==> src/rtl/fp_align_pkg.sv <==
// Shared constants, FSM encoding and lane helper for the PE alignment blocks.
package fp_align_pkg;

  localparam int unsigned EXP_W  = 11;
  localparam int unsigned LANES  = 4;
  localparam int unsigned GROUPS = 4;
  localparam int unsigned NUM_IN = LANES * GROUPS;

  typedef enum logic [1:0] {
    StIdle  = 2'd0,
    StScan  = 2'd1,
    StAlign = 2'd2
  } align_state_e;

  // Extract exponent idx from a flat NUM_IN-wide exponent bus.
  function automatic logic [EXP_W-1:0] lane_slice(input logic [NUM_IN*EXP_W-1:0] vec,
                                                  input int unsigned idx);
    return vec[idx*EXP_W +: EXP_W];
  endfunction

endpackage

==> src/rtl/max4_select.sv <==
// Combinational max over four exponents, honouring a per-lane valid mask.
module max4_select
  import fp_align_pkg::*;
(
  input  logic [LANES-1:0][EXP_W-1:0] exps,
  input  logic [LANES-1:0]            mask,
  output logic [EXP_W-1:0]            max_exp,
  output logic                        any_valid
);

  // Linear scan; only masked-in lanes can raise the running max.
  always_comb begin
    max_exp   = '0;
    any_valid = 1'b0;
    for (int j = 0; j < int'(LANES); j++) begin
      if (mask[j] && (!any_valid || exps[j] > max_exp)) begin
        max_exp   = exps[j];
        any_valid = 1'b1;
      end
    end
  end

endmodule

==> src/rtl/exp_align_scheduler.sv <==
// Time-multiplexed exponent alignment: scan 16 exponents 4 at a time for the
// global max, then emit per-lane right-shift amounts one 4-lane group at a time.
module exp_align_scheduler
  import fp_align_pkg::*;
(
  input  logic                      clk,
  input  logic                      rst,
  input  logic                      in_valid,
  output logic                      in_ready,
  input  logic [NUM_IN*EXP_W-1:0]   in_exp,
  input  logic [NUM_IN-1:0]         in_zero,
  output logic                      out_valid,
  input  logic                      out_ready,
  output logic [1:0]                out_group,
  output logic [LANES*EXP_W-1:0]    out_shift,
  output logic [EXP_W-1:0]          out_exp_max,
  output logic                      out_last
);

  align_state_e              state_q, state_d;
  logic [1:0]                grp_q, grp_d;
  logic [NUM_IN*EXP_W-1:0]   exp_q, exp_d;
  logic [NUM_IN-1:0]         zero_q, zero_d;
  logic [EXP_W-1:0]          run_max_q, run_max_d;
  logic                      any_nz_q, any_nz_d;

  logic [LANES-1:0][EXP_W-1:0] grp_exp;
  logic [LANES-1:0]            grp_zero;
  logic [LANES-1:0]            grp_mask;
  logic [EXP_W-1:0]            grp_max;
  logic                        grp_any;
  logic                        grp_is_last;

  assign grp_is_last = (grp_q == 2'(GROUPS - 1));

  // Route the current group's registered exponents and zero flags to the lanes.
  always_comb begin
    for (int j = 0; j < int'(LANES); j++) begin
      grp_exp[j]  = lane_slice(exp_q, 32'({grp_q, 2'(j)}));
      grp_zero[j] = zero_q[{grp_q, 2'(j)}];
    end
    grp_mask = ~grp_zero;
  end

  max4_select u_max4_select (
    .exps      (grp_exp),
    .mask      (grp_mask),
    .max_exp   (grp_max),
    .any_valid (grp_any)
  );

  // Next-state: accept in IDLE, accumulate max in SCAN, step groups on ALIGN handshakes.
  always_comb begin
    state_d   = state_q;
    grp_d     = grp_q;
    exp_d     = exp_q;
    zero_d    = zero_q;
    run_max_d = run_max_q;
    any_nz_d  = any_nz_q;
    unique case (state_q)
      StIdle: begin
        if (in_valid) begin
          exp_d     = in_exp;
          zero_d    = in_zero;
          run_max_d = '0;
          any_nz_d  = 1'b0;
          grp_d     = '0;
          state_d   = StScan;
        end
      end
      StScan: begin
        if (grp_any) begin
          run_max_d = (any_nz_q && run_max_q > grp_max) ? run_max_q : grp_max;
          any_nz_d  = 1'b1;
        end
        grp_d = grp_q + 2'd1;
        if (grp_is_last) begin
          grp_d   = '0;
          state_d = StAlign;
        end
      end
      StAlign: begin
        if (out_ready) begin
          grp_d = grp_q + 2'd1;
          if (grp_is_last) state_d = StIdle;
        end
      end
      default: state_d = StIdle;
    endcase
  end

  // State registers with synchronous reset; an in-flight set is simply dropped.
  always_ff @(posedge clk) begin
    if (rst) begin
      state_q   <= StIdle;
      grp_q     <= '0;
      exp_q     <= '0;
      zero_q    <= '0;
      run_max_q <= '0;
      any_nz_q  <= 1'b0;
    end else begin
      state_q   <= state_d;
      grp_q     <= grp_d;
      exp_q     <= exp_d;
      zero_q    <= zero_d;
      run_max_q <= run_max_d;
      any_nz_q  <= any_nz_d;
    end
  end

  // Outputs decoded from registered state only; run_max dominates every
  // unmasked exponent, so the subtraction never underflows.
  always_comb begin
    in_ready    = (state_q == StIdle);
    out_valid   = (state_q == StAlign);
    out_group   = out_valid ? grp_q : 2'd0;
    out_last    = out_valid && grp_is_last;
    out_exp_max = out_valid ? run_max_q : '0;
    out_shift   = '0;
    for (int j = 0; j < int'(LANES); j++) begin
      if (out_valid && !grp_zero[j]) begin
        out_shift[j*EXP_W +: EXP_W] = run_max_q - grp_exp[j];
      end
    end
  end

endmodule

==> config.mk <==
export PLATFORM = sky130hd
export DESIGN_NAME = exp_align_scheduler
export DESIGN_NICKNAME = d
export VERILOG_FILES = /design/src/rtl/fp_align_pkg.sv /design/src/rtl/max4_select.sv /design/src/rtl/exp_align_scheduler.sv
export SDC_FILE = /design/constraint.sdc
export NUM_CORES = 1
export LEC_CHECK = 0
export CAP_MARGIN = 0
export CORE_ASPECT_RATIO = 0.9
export CORE_MARGIN = 5
export CORE_UTILIZATION = 56
export CTS_CLUSTER_DIAMETER = 80
export DETAILED_ROUTE_END_ITERATION = 7
export HOLD_SLACK_MARGIN = 0.12
export PLACE_DENSITY = 0.87
export SLEW_MARGIN = 20
export SYNTH_ARGS = -nofsm -noshare
export SYNTH_HDL_FRONTEND = slang
export SYNTH_SLANG_ARGS = --single-unit
==> constraint.sdc <==
create_clock -name clk -period 17.85 [get_ports clk]
set_clock_uncertainty 0.1 [all_clocks]
set_input_delay 1.785 -clock clk [delete_from_list [all_inputs] [get_ports clk]]
set_output_delay 1.785 -clock clk [all_outputs]
set_load 0.02 [all_outputs]
==> reports/results.ini, run 1 <==
[synthesis]
yosys_register_bits = 208
synth_ff_type = dfxtp_1
syn-instance-count = 1477
avgSynthCellArea_um2 = 8.10
ys_warn_count = 0
synth_edf_count = 0
yosysSeqAreaShare_pct = 34.8
async_flop_share_pct = 0
syn_nets = 1766
synth_cell_types = 52
syn_area_mm2 = 0.0120

[setup_path]
worstPathArrival_ps = 10320
end_kind = flip-flop
crit_slowest_cell = nor2b_1
worstReg2RegEnd = run_max_q[3]
rr_worst_depth = 33
critPathMaxStageDelay_ps = 810
path_class = flip-flop to flip-flop
reg2reg_slack_ps = 7870
path_max_fanout = 37
crit_path_start = grp_q[0]
required_ps = 18190
regToRegStartpoint = grp_q[0]
cp-start-kind = flip-flop

[sta]
setup_viol = 0
grt_setup_unrepaired = false
relSlewSlack_pct = 26.0
slew_viol_final = 0
setup_tns_ps = 0
hold_viol_final = 0
finalCritPeriodShare_pct = 55.9
setup_slack_ps = 7870
layout_min_cycle_time_ps = 9980
tightest_slew_ps = 1110
max_freq_ghz = 0.100

[cells_and_area]
fin_util_pct = 73.1
area_growth_syn_to_layout_pct = 27.6
layout_common_cells = 416 x nand2_1, 254 x clkdlybuf4s50_1, 232 x a21oi_1
final_cells = 1973
nets = 1960
layout_commonest_cell = nand2_1
final_layout_size_suffix_gt1_share_pct = 7.30

[routing]
vias = 11300
drtAntennaViolNets = 0
drc = 0
drt_iter0_markers = 1026
via_per_inst = 5.74
post_drt_wl_per_cell_um = 18.8
dr.pass1.iters = 7
wl_um = 37100

[worst_hold_path]
whs_path_depth = 2
hold_path_class = flip-flop to flip-flop
min_from = exp_q[116]
hold_path_end = exp_q[116]

[clock_tree]
ctsResizeCount = 0
hold_buffers = 0
cts_tree = done
clk_path_buf_depth = 3
htree_levels = 1
cts_buffers = 22
clk_pin_slew_ps = 60
cts.sinks = 208
post-cts-setup-buffer-count = 0
cts_root_buf = clkbuf_16
insertion_delay_ps = 530

[place]
place_congestion = 0.976
dp_hpwl_um = 27500
placed_cells = 1933
port_buffers = 255
dp_slack_ps = 7790

[global_route]
overflow = 0
grt_pass1_vias = 10800
grt_max_degree = 114
grtUsageTotal_pct = 29.5
grt_first_pass_wirelength_um = 57500
antenna_found_initial = 2

[floorplanning]
start_util_pct = 57.3
rows = 50
die_w_um = 164
ios = 256
core_mm2 = 0.0209
dieArea_mm2 = 0.0244
die_y_um = 149

[pwr]
power.leakage_nw = 5.88
p_per_area_mw_per_mm2 = 139
ir_worst_vdd_uv = 84.7

[run]
max-cap-violations = 0

[status]
status = complete, no violations

-- routing by layer --
metal | wire, µm | vias up | part of all wire, % | track usage (%)
met3 | 3570 | 84 | 9.6 | 5.62
met1 | 15700 | 5268 | 42 | 42.0
met4 | 1150 | 2 | 3.1 | 8.72
met5 | 13 | - | 0.035 | 0
li1 | - | 5423 | - | -
met2 | 16600 | 549 | 45 | 45.6
-- worst max-delay path by stage --
stage,cells after the start,end,slack [ps]
after floorplan,38,run_max_q[1],9350
after global placement,33,run_max_q[7],7620
after detailed placement,33,run_max_q[3],7790
after CTS,33,run_max_q[3],7660
after global routing,33,run_max_q[3],7180
final,33,run_max_q[3],7870
-- flip-flops by register name, indices dropped and copies added, names as in the netlist --
name and cells:
run_max_q 11, any_nz_q 1, state_q 2, exp_q 176, zero_q 16, grp_q 2
-- cell families after synthesis --
logic type	count (synthesis)	synth area share [%]
AOI/OAI and AO/OA	321	15.7
adders and majority gates	93	9.97
buffers and inverters	169	5.57
xor gates and xnor gates	37	2.71
DFF	208	34.8
muxes	74	11.6
and+or+nand+nor	575	19.7
-- layout make-up --
class                      count  area, µm²
sequential                   208       4170
multi-input combinational   1100       7160
fill                        1621       5620
clock buffer                  31        614
antenna                        1       2.50
timing repair buffer         262       2610
tap                          286        358
inverter                      77        289
clock inverter                 8       71.3
-- critical path: cells and delay by family (launching register included) --
family	cells	cell delay, ps
AO/OA/AOI/OAI	17	3380
AND/OR/NAND/NOR	5	2480
adder cells (fa/ha/maj)	4	1170
multiplexers	3	1110
buffers and inverters	4	1030
flip-flops	1	580
-- cells in the mapped netlist, drive strengths merged (4+ instances only) --
| master | count | area [µm²] |
|---|---|---|
| mux4 | 47 | 1060 |
| mux2 | 13 | 184 |
| nand2b | 5 | 31.3 |
| o41ai | 5 | 43.8 |
| nand3 | 8 | 40.0 |
| a21o | 9 | 67.6 |
| nor2b | 10 | 62.6 |
| clkbuf | 76 | 285 |
| xor2 | 14 | 123 |
| nand2 | 417 | 1570 |
| o21ai | 30 | 150 |
| o2bb2ai | 11 | 159 |
| and3 | 13 | 81.3 |
| nand4 | 7 | 43.8 |
| inv | 77 | 289 |
| nor2 | 77 | 297 |
| fa | 4 | 80.1 |
| or2 | 5 | 31.3 |
| buf | 16 | 92.6 |
| mux2i | 14 | 140 |
| ha | 89 | 1110 |
| and2 | 14 | 87.6 |
| xnor2 | 23 | 201 |
| a221o | 12 | 120 |
| o21bai | 4 | 30.0 |
| a21oi | 232 | 1160 |
| a2111oi | 4 | 35.0 |
| nor3 | 9 | 45.0 |
| dfxtp | 208 | 4160 |
-- metrics by stage --
stage / total power [W] / area, µm² / hold slack, ps
final: 0.00212 / 15300 / 352
after floorplan: 0.00141 / 12000 / 330
after CTS: 0.00211 / 15300 / 355
after global placement: 0.00164 / 14600 / 338
after detailed placement: 0.00167 / 14600 / 345
after global routing: 0.00227 / 15300 / 367
-- report_power, final --
| group | total, W | switching [W] | internal, W |
|---|---|---|---|
| registers | 0.000596 | 0.0000530 | 0.000543 |
| clock network | 0.000435 | 0.000192 | 0.000243 |
| logic | 0.00109 | 0.000624 | 0.000466 |
Note: power is estimated with default switching activity, not from simulation.
==> run 2: changes to the inputs <==
--- a/config.mk
+++ b/config.mk
@@ -8,11 +8,11 @@
 export CAP_MARGIN = 0
 export CORE_ASPECT_RATIO = 0.9
 export CORE_MARGIN = 5
-export CORE_UTILIZATION = 56
+export CORE_UTILIZATION = 47
 export CTS_CLUSTER_DIAMETER = 80
 export DETAILED_ROUTE_END_ITERATION = 7
 export HOLD_SLACK_MARGIN = 0.12
-export PLACE_DENSITY = 0.87
+export PLACE_DENSITY = 0.78
 export SLEW_MARGIN = 20
 export SYNTH_ARGS = -nofsm -noshare
 export SYNTH_HDL_FRONTEND = slang
==> constraint.sdc (replaced) <==
create_clock -name clk -period 8.3 [get_ports clk]
set_clock_uncertainty 0.1 [all_clocks]
set_input_delay 0.83 -clock clk [delete_from_list [all_inputs] [get_ports clk]]
set_output_delay 0.83 -clock clk [all_outputs]
set_load 0.02 [all_outputs]
==> reports/results.ini, run 2 (synthesized netlist as in run 1, its figures left out) <==
[cells_and_area]
fillerInstances = 2173  ; +34%
top_regs = exp_q x176, zero_q x16, run_max_q x11
regMostFlops = exp_q
final_area_mm2 = 0.0155  ; +1.8%
largest_reg_flops = 176  ; unchanged
final-seq-area_mm2 = 0.00417  ; unchanged
final_layout_size_suffix_gt1_share_pct = 8.35  ; +1.1 points
area_growth_syn_to_layout_pct = 29.9
layout_commonest_cell = nand2_1
layout_common_cells = 416 x nand2_1, 254 x clkdlybuf4s50_1, 230 x a21oi_1
multiInputGateArea_mm2 = 0.00721  ; +0.72%
nets = 1978  ; +0.92%

[setup_path]
critPathMaxStageDelay_ps = 540  ; -270 ps
crit_buf_inv = 6  ; +2
required_ps = 8580  ; -9610 ps
reg2reg_slack_ps = 270  ; -7610 ps
crit_family = compound AO/OA/AOI/OAI gates
worstReg2RegEnd = run_max_q[4]
path_class = flip-flop to flip-flop
rr_worst_depth = 36  ; +9.1%
path_max_fanout = 12  ; -68%
regToRegStartpoint = grp_q[0]
crit_top_cell = ha_1
crit_slowest_cell = mux4_2
end_kind = flip-flop
cp-start-kind = flip-flop
worstPathArrival_ps = 8320  ; -2000 ps

[sta]
tightest_slew_ps = 1120  ; +13.6 ps
setup_tns_ps = 0  ; unchanged
relSlewSlack_pct = 25.0  ; -0.91 points
slew_viol_final = 0  ; unchanged
setup_viol = 0  ; unchanged
setup_slack_ps = 265  ; -7610 ps
layout_min_cycle_time_ps = 8030  ; -1940 ps
finalCritPeriodShare_pct = 96.8  ; +41 points
max_freq_ghz = 0.124  ; +24%
hold_viol_final = 0  ; unchanged

[pwr]
power.leakage_nw = 5.97  ; +1.5%
internal-power_w = 0.00279  ; +120%
clockPowerShare_pct = 19.7  ; -0.8 points
p_per_area_mw_per_mm2 = 302  ; +120%
sw_frac_of_total_pct = 40.5  ; -0.48 points
switchingPower_w = 0.00190  ; +120%
finalPower_w = 0.00470  ; +120%
ir_worst_vdd_uv = 157  ; +86%
pwr-share-seq_pct = 27.2  ; -0.9 points
combPwrFrac_pct = 53.1  ; +1.7 points

[status]
status = complete, no violations

[floorplanning]
rows = 55  ; +10%
die_y_um = 161  ; +8.5%
die_w_um = 178  ; +8.6%
core_mm2 = 0.0251  ; +20%
ios = 256  ; unchanged
dieArea_mm2 = 0.0288  ; +18%
start_util_pct = 47.7  ; -9.6 points

[clock_tree]
cts_tree = done
cts_buffers = 23  ; +4.5%
cts.sinks = 208  ; unchanged
clk_path_buf_depth = 3  ; unchanged
htree_levels = 1  ; unchanged
clk_pin_slew_ps = 60  ; about the same
insertion_delay_ps = 500  ; -30 ps
cts_root_buf = clkbuf_16

[routing]
drc = 0  ; unchanged
drt_iter0_markers = 912  ; -11%
dr.pass1.iters = 5  ; -2
vias = 11100  ; -1.6%
via_per_inst = 5.45  ; -5.1%
wl_um = 37000  ; about the same
post_drt_wl_per_cell_um = 18.1  ; -3.6%
drtAntennaViolNets = 0  ; unchanged

[run]
max-cap-violations = 0  ; unchanged

[place]
dp_hpwl_um = 27800  ; +1.1%
place_congestion = 0.881  ; -9.7%
dp_slack_ps = -180  ; -7970 ps
dpl_cell_area_mm2 = 0.0147  ; +0.93%
port_buffers = 255  ; unchanged

[worst_hold_path]
hold_path_class = flip-flop to flip-flop
whs_path_depth = 2  ; unchanged
hold_path_end = exp_q[76]
min_from = exp_q[76]

[global_route]
grt_pass1_vias = 10800  ; +0.12%
overflow = 0  ; unchanged
grt_max_degree = 105  ; -7.9%
antenna_found_initial = 3  ; +1
grt_first_pass_wirelength_um = 57400  ; -0.28%
grtUsageTotal_pct = 24.7  ; -4.8 points

-- run 2: power by group through the flow --
stage / combinational (W) / clock (W) / sequential [W]
after floorplan: 0.00178 / 0 / 0.00125
after global placement: 0.00229 / 0 / 0.00129
after detailed placement: 0.00233 / 0 / 0.00130
after CTS: 0.00235 / 0.000940 / 0.00128
after global routing: 0.00274 / 0.000986 / 0.00130
final: 0.00249 / 0.000926 / 0.00128
-- run 2: tightest hold or removal path, stage by stage (launching register included) --
cell     delay (ps)
dfxtp_1         310
nand2_1          50
a21oi_1          50
-- run 2: per-layer routing --
metal / GRT usage, % / vias to the layer above / routed length [µm]
met3: 4.70 / 68 / 2810
met5: 0 / - / 20
li1: - / 5446 / -
met4: 6.59 / 2 / 938
met2: 39.1 / 407 / 16700
met1: 34.8 / 5219 / 16600
-- run 2: repair_timing --
item / CTS / global route
buffers inserted: 0 / 7
gates cloned: 0 / 3
hold buffers: 0 / 0
pin swaps: 0 / 2
resized for setup: 3 / 9
setup endpoints to repair: 11 / 11
-- run 2: how the worst max path moves through the flow --
stage | from | to | slack [ps] | cells after the start
after detailed placement | grp_q[0] | run_max_q[6] | -180 | 35
final | grp_q[0] | run_max_q[4] | 270 | 36
after global placement | grp_q[0] | run_max_q[1] | 50 | 34
after floorplan | grp_q[1] | run_max_q[1] | 60 | 39
after CTS | grp_q[0] | run_max_q[10] | 40 | 35
after global routing | grp_q[0] | run_max_q[5] | -20 | 36
-- run 2: layout make-up --
type	count	share of cell area, %
Clock buffer	32	4.11
Antenna cell	3	0.0483
Tap cell	342	2.75
Inverter	77	1.86
Clock inverter	4	0.185
Sequential cell	208	26.8
Multi-Input combinational cell	1101	46.4
Timing Repair Buffer	278	17.8
-- run 2: through the flow --
step / instances / util [%] / hold slack (ps)
floorplan: 1477 / - / 330
global placement: 1996 / 58.6 / 339
detailed placement: 1996 / 58.6 / 344
CTS: 2032 / 61.3 / 352
global route: 2044 / 61.9 / 362
finish: 2045 / 61.9 / 353
